`config.mk`:
```
export PLATFORM = sky130hd
export DESIGN_NAME = fp_to_linear
export DESIGN_NICKNAME = d
export VERILOG_FILES = /design/src/rtl/fp_to_linear.sv
export SDC_FILE = /design/constraint.sdc
export NUM_CORES = 1
export LEC_CHECK = 0
export ABC_AREA = 1
export BUFFER_PORTS_ARGS = -buffer_cell sky130_fd_sc_hd__buf_2
export CAP_MARGIN = 5
export CORE_MARGIN = 3
export CORE_UTILIZATION = 25
export DETAILED_ROUTE_END_ITERATION = 16
export SLEW_MARGIN = 20
export SYNTH_ARGS = -nofsm -noshare
export SYNTH_HDL_FRONTEND = slang
export SYNTH_SLANG_ARGS = --single-unit
```
`constraint.sdc`:
```
create_clock -name clk -period 3.5 [get_ports clk]
set_input_delay 0.35 -clock clk [delete_from_list [all_inputs] [get_ports clk]]
set_output_delay 0.35 -clock clk [all_outputs]
set_load 0.02 [all_outputs]
```
`src/rtl/fp_to_linear.sv`:
```
// Decodes a sign/exponent/significand code to a 12-bit two's-complement linear value.
// Latency exponent+2 edges from accept; single code in flight, in_ready only while idle.
module fp_to_linear (
   input  logic        clk,
   input  logic        rst_n,
   input  logic        in_valid,
   output logic        in_ready,
   input  logic        sign,
   input  logic [2:0]  exponent,
   input  logic [3:0]  significand,
   output logic [11:0] analog,
   output logic        out_valid,
   input  logic        out_ready
);

   typedef enum logic [1:0] {
      IDLE  = 2'd0,
      SHIFT = 2'd1,
      NEG   = 2'd2,
      DONE  = 2'd3
   } state_t;

   state_t      state_q, state_d;
   logic [11:0] mag_q, mag_d;
   logic [2:0]  cnt_q, cnt_d;
   logic        sign_q, sign_d;
   logic [11:0] analog_q, analog_d;
   logic        out_valid_q, out_valid_d;

   always_ff @(posedge clk or negedge rst_n) begin
      if (!rst_n) begin
         state_q     <= IDLE;
         mag_q       <= 12'd0;
         cnt_q       <= 3'd0;
         sign_q      <= 1'b0;
         analog_q    <= 12'd0;
         out_valid_q <= 1'b0;
      end else begin
         state_q     <= state_d;
         mag_q       <= mag_d;
         cnt_q       <= cnt_d;
         sign_q      <= sign_d;
         analog_q    <= analog_d;
         out_valid_q <= out_valid_d;
      end
   end

   always_comb begin
      state_d     = state_q;
      mag_d       = mag_q;
      cnt_d       = cnt_q;
      sign_d      = sign_q;
      analog_d    = analog_q;
      out_valid_d = out_valid_q;
      case (state_q)
         IDLE: begin
            if (in_valid) begin
               mag_d   = {8'd0, significand};
               cnt_d   = exponent;
               sign_d  = sign;
               state_d = SHIFT;
            end
         end
         SHIFT: begin
            if (cnt_q != 3'd0) begin
               mag_d = mag_q << 1;
               cnt_d = cnt_q - 3'd1;
            end else begin
               state_d = NEG;
            end
         end
         NEG: begin
            // Negating a zero magnitude yields zero, so no negative zero escapes.
            analog_d    = sign_q ? (~mag_q + 12'd1) : mag_q;
            out_valid_d = 1'b1;
            state_d     = DONE;
         end
         DONE: begin
            if (out_ready) begin
               out_valid_d = 1'b0;
               state_d     = IDLE;
            end
         end
         default: state_d = IDLE;
      endcase
   end

   assign in_ready  = (state_q == IDLE);
   assign analog    = analog_q;
   assign out_valid = out_valid_q;

endmodule

```
# == Word level (Yosys, flattened, before mapping) ==
# Cells that the tools add are included.
# totals
regBits,31
word_cells,37
out_inout_bits,14
# classes
add_sub_neg,2
muxes,13
bitwise_logic,1
n_reduce_logical,8
n_eq_ne,7
# ops
operator,count
$mux 12,3
$pmux 12 s2,1
$add 12x1->12 const B,1
$not 12->12,1
$ne 2x2->1 const B,4
$pmux 2 s4,1
$mux 2,3
$mux 3,2
$pmux 3 s2,1
$reduce_and 3->1,2
$eq 2x2->1 const B,2
$reduce_and 2->1,2
$reduce_bool 2->1,2
$reduce_bool 3->1,1
$sub 3x1->3 const B,1
$eq 2x1->1 const B,1
$logic_not 2->1,1
$pmux 1 s2,1
$mux 1,1

# == Longest topological paths before layout ==
# Gate-level depths: netlist of the first run.
# depth
depth_word,3
mapped_depth,11

# == Worst setup path before layout of the first run ==
# No wires, ideal clock.
# synth_path
path_kind,reg2reg
from,reg state_q[1]
to,reg cnt_q[0]
slack_ps,1960
arrival_ps,1415
path_stages_with_launch,11
n_path_buf,2
synth_period_minus_slack_ps,1540
path_cell_list,dfrtp_1 > inv_1 > ha_1 > buf_6 > inv_2 > or2_1 > o21ai_1 > nand2_1 > inv_2 > buf_6 > o21ai_0
# synth_via
elab_chain_cells,3
word_cells_on_any_way,7
cone_classes,3 x eq/ne; 1 x mux; 3 x reduce/logical
# synth_rtl
element,line,source
start: declaration,23,"state_t state_q, state_d;"
start signal: assignment,39,state_q <= state_d;
$eq 2x1->1 or $logic_not 2->1 (tied branches),55,case (state_q)
$ne 2x2->1 (no source line) or $reduce_bool 2->1 (tied branches),n/a,
$reduce_and 3->1 (no source line),n/a,
end signal: assignment,41,cnt_q <= cnt_d;
end: declaration,25,"logic [2:0] cnt_q, cnt_d;"
# Parallel ways exist; a longest one is shown, timed or not.
# A chain may end at the register's enable or synchronous reset.

# == Final worst setup path of the first run ==
# layout_path
from,reg state_q[1]
to,reg mag_q[11]
# layout_via
elab_chain_cells,3
word_cells_on_any_way,7
cone_classes,3 x eq/ne; 1 x mux; 3 x reduce/logical
# layout_rtl
element,line,source
$eq 2x1->1 or $logic_not 2->1 (tied branches),55,
$ne 2x2->1 (no source line) or $reduce_bool 2->1 (tied branches),n/a,
$reduce_and 3->1 (no source line),n/a,
end signal: assignment,40,mag_q <= mag_d;
end: declaration,24,"logic [11:0] mag_q, mag_d;"
# Parallel ways exist; a longest one is shown, timed or not.

==> results.yml, run 1 <==
clock_tree:
  clock_latency_ns: 0.29
  cts_buffers: 5
  cts_root_buf: "clkbuf_8"
  htree_levels: 2
  holdBufCountCts: 0
  cts_max_path_buffers: 2
  cts_resized: 0
  cts_setup_buffers: 0
  clk_pin_slew_worst_paths_ns: 0.07
  cts_sinks: 31
  cts_tree: "done"
yosys:
  yosys_warnings: 0
  syn_nets: 222
  ys_seq_area_frac: 0.4593
  yosysUniqueCellTypes: 21
  synth_area_um2: 1689
  syn_avg_cell_area_um2: 8.362
  netlist_instances: 202
  ys_ff_latch: 31
placed_design:
  hpwl_mm: 2.567
  dpl_cell_area_um2: 1846
  gp_routability_congestion: 0.7651
  portBuffers: 25
  post-place-ws_ns: 1.225
setup_path:
  crit_top_cell: "inv_2"
  cp_num_buf_inv: 3
  critical-path-max-stage-delay_ns: 0.42
  critPathArrivalTime_ns: 2.47
  path_delay_family: "buffers and inverters"
  crit_path_cell_trace: "inv_1 -> ha_1 -> inv_2 -> or2_1 -> o21ai_1 -> nand2_1 -> inv_2 -> nand3_1 -> o21ai_2"
  crit_fanout: 30
  slowest_stage: "inv_2"
  cp.required_ns: 3.71
  setup.worst_path.class: "register to register"
  crit_path_end_kind: "register"
  startpoint_type: "register"
floorplan:
  die_h_um: 88.20
  rows: 29
  coreArea_um2: 6459
  start_util: 0.2615
  ios: 26
  dieArea_um2: 7778
  die_w_um: 88.20
sta:
  slew_headroom: 0.5415
  finalCriticalPeriod_ns: 2.259
  fmax_mhz: 442.6
  slew_viol_final: 0
  hold_ws_ns: 0.09285
  rsz0062_at_grt: "false"
  fin_skew_ns: 0.002964
  setup-tns-final_ns: 0
  fin_ws_ns: 1.241
  fin_crit_sh: 0.6455
  worstMarginPinSlew_ns: 0.6878
  finalSetupViolCount: 0
  hold_viol: 0
layout:
  drive_gt1_frac: 0.2203
  finalNetCount: 246
  syn_to_final_growth_pct: 16.22
  fin_area_um2: 1963
  antennaDiodeCount: 0
route:
  vias_per_cell: 4.368
  first_pass_iters: 4
  routedWlPerCell_um: 11.14
  initialDrtViolationCount: 63
  drc: 0
  ant_nets: 0
  vias: 1328
  wl_mm: 3.387
worst_hold_path:
  hp-class: "primary input to async pin"
run_status:
  status: "finished clean"
power:
  comb_power_share: 0.502
  power_mw: 1.915
  p_int_mw: 1.048
  p_sw_frac: 0.4531
  seq_power_share: 0.307
  p_per_area_nw_per_um2: 975.6
  vdd_drop_max_uv: 270.8
  pwr-share-clk: 0.192
  p_leak_nw: 0.9931
  p_sw_mw: 0.8678
global_route:
  grt_pass1_vias: 1233
  grt_max_degree: 32
  grt_pass1_wl_mm: 5.713
  track_usage: 0.09736
  grt_overflow_total: 0
  antenna_found_initial: 0
run:
  max_cap_violations: 0
[power groups by stage]
stage / sequential (mW) / combinational, mW / clock [mW]
floorplan: 0.663 / 0.756 / 0
global placement: 0.591 / 0.965 / 0
detailed placement: 0.595 / 0.982 / 0
CTS: 0.589 / 0.986 / 0.382
global route: 0.608 / 1.11 / 0.395
finish: 0.587 / 0.961 / 0.367
[synth_stat cells, drive strengths merged]
cell	count	area, µm²
nand3	21	105.1
o2bb2ai	1	8.760
o21ai	36	236.5
buf	6	57.55
nor2	8	30.03
nand2	55	206.5
a21oi	2	10.01
xor2	4	35.03
ha	8	100.1
inv	24	90.09
dfrtp	31	775.7
clkbuf	2	7.510
a31oi	1	6.260
or2	1	6.260
nand4	1	6.260
o21bai	1	7.510
[layout make-up]
cell class / count / area (µm²)
clock buffers: 6 / 82.58
repair buffers: 25 / 125.1
clock inverters: 2 / 35.03
well taps: 77 / 96.34
multi-input cells: 139 / 758.2
fillers: 693 / 4496
flip-flops and latches: 31 / 775.7
inverters: 24 / 90.09
[metrics by stage]
step / std cells / util
after floorplan: 202 / -
after global placement: 296 / 0.2857
after detailed placement: 296 / 0.2857
after CTS: 304 / 0.3040
after global routing: 304 / 0.3040
final: 304 / 0.3040
[path summary, 6_finish.rpt]
kind / from / to / slack [ns] / cells past startpoint
min: rst_n / state_q[1]$_DFFE_PN0P_ / 0.09 / 1
max in group asynchronous: rst_n / analog[11]$_DFFE_PN0P_ / 2.95 / 1
min in group clk: sign / sign_q$_DFFE_PN0P_ / 0.32 / 3
max: state_q[1]$_DFFE_PN0P_ / mag_q[11]$_DFFE_PN0P_ / 1.24 / 9
min reg2reg: analog[6]$_DFFE_PN0P_ / analog[6]$_DFFE_PN0P_ / 0.47 / 2
max reg2reg: state_q[1]$_DFFE_PN0P_ / mag_q[11]$_DFFE_PN0P_ / 1.24 / 9
[cell usage in the layout, fill, tap and decap left out, drive strengths merged, types with 2 or more instances in the layout]
| cell | n |
|---|---|
| a21oi | 2 |
| nand3 | 21 |
| ha | 8 |
| buf | 25 |
| o21ai | 36 |
| xor2 | 4 |
| nand2 | 55 |
| clkbuf | 6 |
| inv | 24 |
| nor2 | 8 |
| dfrtp | 31 |
[flip-flops by register name, indices dropped and copies added, names as in the netlist]
| register | flops |
|---|---|
| out_valid | 1 |
| analog | 12 |
| state_q | 2 |
| sign_q | 1 |
| mag_q | 12 |
| cnt_q | 3 |
[cells by family (layout without fill, tap and decap cells)]
family,count (synthesis),in the layout,share of synthesized area
AO/OA/AOI/OAI,41,41,0.1593
XOR/XNOR,4,4,0.02074
adder cells (fa/ha/maj),8,8,0.05926
buffers and inverters,32,57,0.09185
flip-flops,31,31,0.4593
AND/OR/NAND/NOR,86,86,0.2096
[per-layer routing]
layer,global-route usage,vias up,share of wire
li1,-,699,-
met1,0.1218,590,0.48
met2,0.1441,32,0.44
met3,0.03293,7,0.053
met4,0.05907,0,0.029
met5,0,-,0
[worst register-to-register path, stage by stage (launching register included)]
cell	delay, ns
dfrtp_1	0.40
inv_1	0.12
ha_1	0.40
inv_2	0.19
or2_1	0.25
o21ai_1	0.08
nand2_1	0.07
inv_2	0.42
nand3_1	0.18
o21ai_2	0.08
Power figures use the tool's default switching activity.
==> run 2, diff against run 1 <==
Settings changed: ABC_AREA 1 to 0.
Clock period 3.5 ns to 2.3 ns, I/O delays scaled along.
==> results.yml, run 2 <==
route:
  ant_nets: 0
  vias: 1192
  vias_per_cell: 4.481
  first_pass_iters: 4
  wl_mm: 3.266
  routedWlPerCell_um: 12.28
  drc: 0
  initialDrtViolationCount: 75
layout:
  final_cell_mix: "dfrtp_1 (31), buf_2 (25), nand2_1 (24)"
  antennaDiodeCount: 0
  final_common_cell: "dfrtp_1"
  fin_util: 0.3158
  drive_gt1_frac: 0.2304
  fin_area_um2: 1903
  syn_to_final_growth_pct: 20.91
  finalNetCount: 210
floorplan:
  ios: 26
  rows: 28
  coreArea_um2: 6026
  start_util: 0.2612
  dieArea_um2: 7284
  die_w_um: 85.35
  die_h_um: 85.35
yosys:
  ys_ff_latch: 31
  syn_nets: 183
  synth_largest_area_cell: "dfrtp_1"
  synth-edff-count: 0
  yosys_warnings: 0
  ys_top_cells_by_count: "dfrtp_1 (31), nand2_1 (24), o21ai_0 (15)"
  ys_seq_area_frac: 0.4928
  syn_avg_cell_area_um2: 9.657
  synth_ff_type: "dfrtp_1"
  synth_top_cell_area_share: 0.4928
  synth_area_leaders: "dfrtp_1 (49%), ha_1 (6.4%), nand2_1 (5.7%)"
  yosysUniqueCellTypes: 27
  yosysMostFrequentCell: "dfrtp_1"
  async_flop_share: 1.000
  netlist_instances: 163
  synth_area_um2: 1574
sta:
  fin_skew_ns: 0.007421
  finalSetupViolCount: 0
  slew_viol_final: 0
  finalCriticalPeriod_ns: 1.856
  fin_crit_sh: 0.8072
  rsz0062_at_grt: "false"
  setup-tns-final_ns: 0
  worstMarginPinSlew_ns: 0.7039
  slew_headroom: 0.5308
  fmax_mhz: 538.7
  hold_ws_ns: -0.004975
  hold_viol: 11
clock_tree:
  cts_setup_buffers: 0
  cts_tree: "done"
  holdBufCountCts: 0
  clk_pin_slew_worst_paths_ns: 0.07
  htree_levels: 2
  cts_resized: 0
  cts_sinks: 31
  clock_latency_ns: 0.28
  cts_root_buf: "clkbuf_8"
  cts_buffers: 5
  cts_max_path_buffers: 2
worst_hold_path:
  hp-class: "primary input to async pin"
placed_design:
  portBuffers: 25
  dpl_cell_area_um2: 1785
  hpwl_mm: 2.312
  gp_routability_congestion: 0.7234
setup_path:
  reg2reg_to: "analog[10]$_DFFE_PN0P_"
  crit_path_end_kind: "register"
  r2r-start: "mag_q[0]$_DFFE_PN0P_"
  setup.worst_path.class: "register to register"
  crit_fanout: 5
  startpoint_type: "register"
  reg2regPathDepth: 6
  critPathArrivalTime_ns: 2.02
  reg2reg_slack_ns: 0.44
  cp.required_ns: 2.46
global_route:
  grtUsageMet1: 0.1204
  grt_pass1_wl_mm: 5.809
  met2_usage: 0.1596
  grt_overflow_total: 0
  grt_pass1_vias: 1283
  grt_max_degree: 32
  gr-max-usage-layer: "met2"
  antenna_found_initial: 0
  grtUsageMet3: 0.05243
  track_usage: 0.1015
run_status:
  status: "finished with violations"
  violations: "hold timing"
power:
  p_per_area_nw_per_um2: 1517
  power_mw: 2.888
  vdd_drop_max_uv: 542.3
  p_leak_nw: 0.9364
run:
  max_cap_violations: 0
==> run 2: cell count changes after synthesis, moves of 4 or more <==
cell,delta
nand3_1,-13
mux2i_1,+5
o21ai_0,-5
o21ai_2,-15
xor2_1,+4
inv_1,-12
a21oi_1,+8
buf_6,-4
nor2_1,+4
nand2_1,-31
clkbuf_1,+6
==> run 2: cell families after synthesis <==
kind of cell | count (synthesis) | share of synthesized area
fa+ha+maj | 8 | 0.06360
flops | 31 | 0.4928
xor+xnor | 10 | 0.05565
simple gates | 53 | 0.1558
mux | 8 | 0.05326
buf+inv | 18 | 0.04293
compound gates | 35 | 0.1359
==> run 2: worst max-delay path by stage <==
| stage | slack [ns] | to | from | cells past startpoint |
|---|---|---|---|---|
| 4_1_cts | 0.43 | analog[10]$_DFFE_PN0P_ | mag_q[0]$_DFFE_PN0P_ | 6 |
| 5_1_grt | 0.36 | analog[10]$_DFFE_PN0P_ | mag_q[0]$_DFFE_PN0P_ | 6 |
| 3_5_place_dp | 0.43 | analog[10]$_DFFE_PN0P_ | mag_q[0]$_DFFE_PN0P_ | 6 |
| 2_1_floorplan | 0.42 | mag_q[10]$_DFFE_PN0P_ | state_q[0]$_DFFE_PN0P_ | 7 |
| 6_report | 0.44 | analog[10]$_DFFE_PN0P_ | mag_q[0]$_DFFE_PN0P_ | 6 |
| 3_3_place_gp | 0.46 | analog[11]$_DFFE_PN0P_ | mag_q[4]$_DFFE_PN0P_ | 4 |
==> run 2: layout make-up <==
| cell class | instances | area (µm²) |
|---|---|---|
| well taps | 75 | 93.84 |
| multi-input cells | 114 | 730.7 |
| flip-flops and latches | 31 | 775.7 |
| fillers | 646 | 4123 |
| clock buffers | 6 | 82.58 |
| inverters | 10 | 37.54 |
| clock inverters | 2 | 35.03 |
| repair buffers | 28 | 147.6 |
==> run 2: stage by stage <==
stage | setup WS [ns] | std cells | hold slack (ns)
3_3_place_gp | 0.4597 | 258 | 0.3289
6_report | 0.4435 | 266 | -0.004975
2_1_floorplan | 0.4156 | 163 | -0.06559
5_1_grt | 0.3598 | 266 | 0.04156
3_5_place_dp | 0.4307 | 258 | 0.3235
4_1_cts | 0.4307 | 266 | 0.01444
==> run 2: critical path, cell delays in order (launching register included) <==
cell and delay [ns]:
dfrtp_1 0.42, inv_1 0.11, ha_1 0.17, or3b_2 0.51, o31ai_1 0.25, xor2_1 0.20, a21oi_1 0.09
==> run 2: report_power, final <==
part	leakage (nW)	internal (mW)	switching [mW]
clock network	0.0612	0.350	0.201
logic	0.495	0.549	0.838
registers	0.380	0.769	0.181
total	0.936	1.67	1.22
==> run 2: routing by layer <==
layer  up-vias  share of wire
li1        605              -
met1       564           0.48
met2        21           0.45
met3         2          0.069
met4         0         0.0058
met5         -              0
==> run 3, diff against run 2 <==
Settings changed: ABC_AREA 0 to 1.
Clock period 2.3 ns to 1.6 ns, I/O delays scaled along.
==> results.yml, run 3 (synthesized netlist as in run 1, its figures left out) <==
route:
  ant_nets: 0
  initialDrtViolationCount: 56
  first_pass_iters: 4
  routedWlPerCell_um: 11.94
  drc: 0
  wl_mm: 3.833
  vias: 1417
  vias_per_cell: 4.414
global_route:
  grt_max_degree: 32
  grt_overflow_total: 0
  antenna_found_initial: 0
  grt_pass1_wl_mm: 6.423
  grt_pass1_vias: 1437
  track_usage: 0.1077
layout:
  final_cell_mix: "nand2_1 (53), dfrtp_1 (30), buf_2 (25)"
  finalNetCount: 263
  syn_to_final_growth_pct: 30.96
  antennaDiodeCount: 0
  drive_gt1_frac: 0.3525
  fin_util: 0.3425
  final_common_cell: "nand2_1"
  fin_area_um2: 2212
run_status:
  violations: "setup timing"
  status: "finished with violations"
power:
  vdd_drop_max_uv: 664.1
  p_per_area_nw_per_um2: 2266
  p_leak_nw: 1.083
setup_path:
  slowest_stage: "dfrtp_1"
  path_delay_family: "buffers and inverters"
  crit_path_end_kind: "register"
  cp_num_buf_inv: 4
  crit_fanout: 6
  critical-path-max-stage-delay_ns: 0.36
  startpoint_type: "register"
  crit_path_cell_trace: "inv_2 -> ha_4 -> ha_4 -> or2_1 -> o21ai_1 -> nand2_1 -> inv_2 -> buf_6 -> buf_16 -> o21ai_2"
  cp.required_ns: 1.78
  critPathArrivalTime_ns: 1.81
  setup.worst_path.class: "register to register"
floorplan:
  ios: 26
  die_h_um: 88.20
  dieArea_um2: 7778
  coreArea_um2: 6459
  die_w_um: 88.20
  start_util: 0.2615
  rows: 29
sta:
  rsz0062_at_grt: "true"
  hold_viol: 0
  fmax_mhz: 611.7
  slew_headroom: 0.5331
  worstMarginPinSlew_ns: 0.7004
  fin_crit_sh: 1.022
  hold_ws_ns: 0.1198
  finalCriticalPeriod_ns: 1.635
  fin_ws_ns: -0.03475
  slew_viol_final: 0
  finalSetupViolCount: 12
  setup-tns-final_ns: -0.3165
  fin_skew_ns: 0.006723
placed_design:
  post-place-ws_ns: -0.03237
  dpl_cell_area_um2: 1933
  gp_routability_congestion: 0.8031
  hpwl_mm: 2.540
  portBuffers: 25
clock_tree:
  cts_tree: "done"
  clk_pin_slew_worst_paths_ns: 0.07
  cts_root_buf: "clkbuf_8"
  cts_max_path_buffers: 2
  cts_sinks: 31
  cts_buffers: 5
  htree_levels: 2
  clock_latency_ns: 0.29
run:
  max_cap_violations: 0
worst_hold_path:
  hp-class: "primary input to register"
==> run 3: cell count changes in the layout (fill, tap and decap cells not counted), moves of 4 or more <==
cell,previous run,this run
inv_2,0,8
mux2i_1,5,0
xor2_1,8,4
nand2_1,24,53
buf_4,3,11
a21oi_1,10,2
nand3_2,0,7
nor2_1,12,7
o21ai_2,0,16
inv_1,10,16
nand3_1,8,14
==> run 3: where the power goes <==
group          total [mW]  internal [mW]  leakage [nW]  switching, mW
logic                3.04           1.29         0.643           1.74
registers            1.28           1.10         0.388          0.177
clock network       0.692          0.392        0.0515          0.300
total                5.01           2.79          1.08           2.22
==> run 3: layout make-up <==
cell class | count | area (µm²)
Inverter | 24 | 90.09
Clock buffer | 8 | 100.1
Tap cell | 77 | 96.34
Timing Repair Buffer | 42 | 306.5
Sequential cell | 31 | 777.0
Multi-Input combinational cell | 139 | 842.1
Fill cell | 647 | 4247
==> run 3: worst paths after layout <==
| check | from | end | slack [ns] | cells after the start |
|---|---|---|---|---|
| min | significand[0] | mag_q[0]$_DFFE_PN0P_ | 0.12 | 3 |
| max in group asynchronous | rst_n | state_q[0]$_DFFE_PN0P_ | 0.67 | 2 |
| max reg2reg | cnt_q[0]$_DFFE_PN0P_ | cnt_q[2]$_DFFE_PN0P_ | -0.03 | 10 |
| min in group asynchronous | rst_n | cnt_q[0]$_DFFE_PN0P_ | 0.44 | 2 |
| max | cnt_q[0]$_DFFE_PN0P_ | cnt_q[2]$_DFFE_PN0P_ | -0.03 | 10 |
| min reg2reg | analog[6]$_DFFE_PN0P_ | analog[6]$_DFFE_PN0P_ | 0.47 | 2 |
==> run 3: stage by stage <==
stage | total power [mW] | cells
2_1_floorplan | 3.104 | 202
3_3_place_gp | 3.677 | 306
3_5_place_dp | 3.712 | 306
4_1_cts | 5.123 | 323
5_1_grt | 5.483 | 321
6_report | 5.012 | 321
==> run 3: timing repair <==
action,CTS,global route
setup endpoints to repair,12,18
pin swaps,2,5
resized for setup,16,16
hold buffers,1,0
endpoints found under the hold margin,31,0
buffers inserted,7,0
cloned,3,0
==> run 3: worst reg2reg max path: cells and delay by family, from the launching register on <==
kind | cells | cell delay (ns)
compound gates | 2 | 0.14
simple gates | 2 | 0.31
buf+inv | 4 | 0.43
flops | 1 | 0.36
fa+ha+maj | 2 | 0.29
==> run 3: per-layer routing <==
metal  up-vias  wire length, µm  GRT usage
met2        20             1840     0.1788
li1        738                -          -
met5         -                0          0
met3         8              169    0.03010
met1       651             1739     0.1271
met4         0               83    0.05357
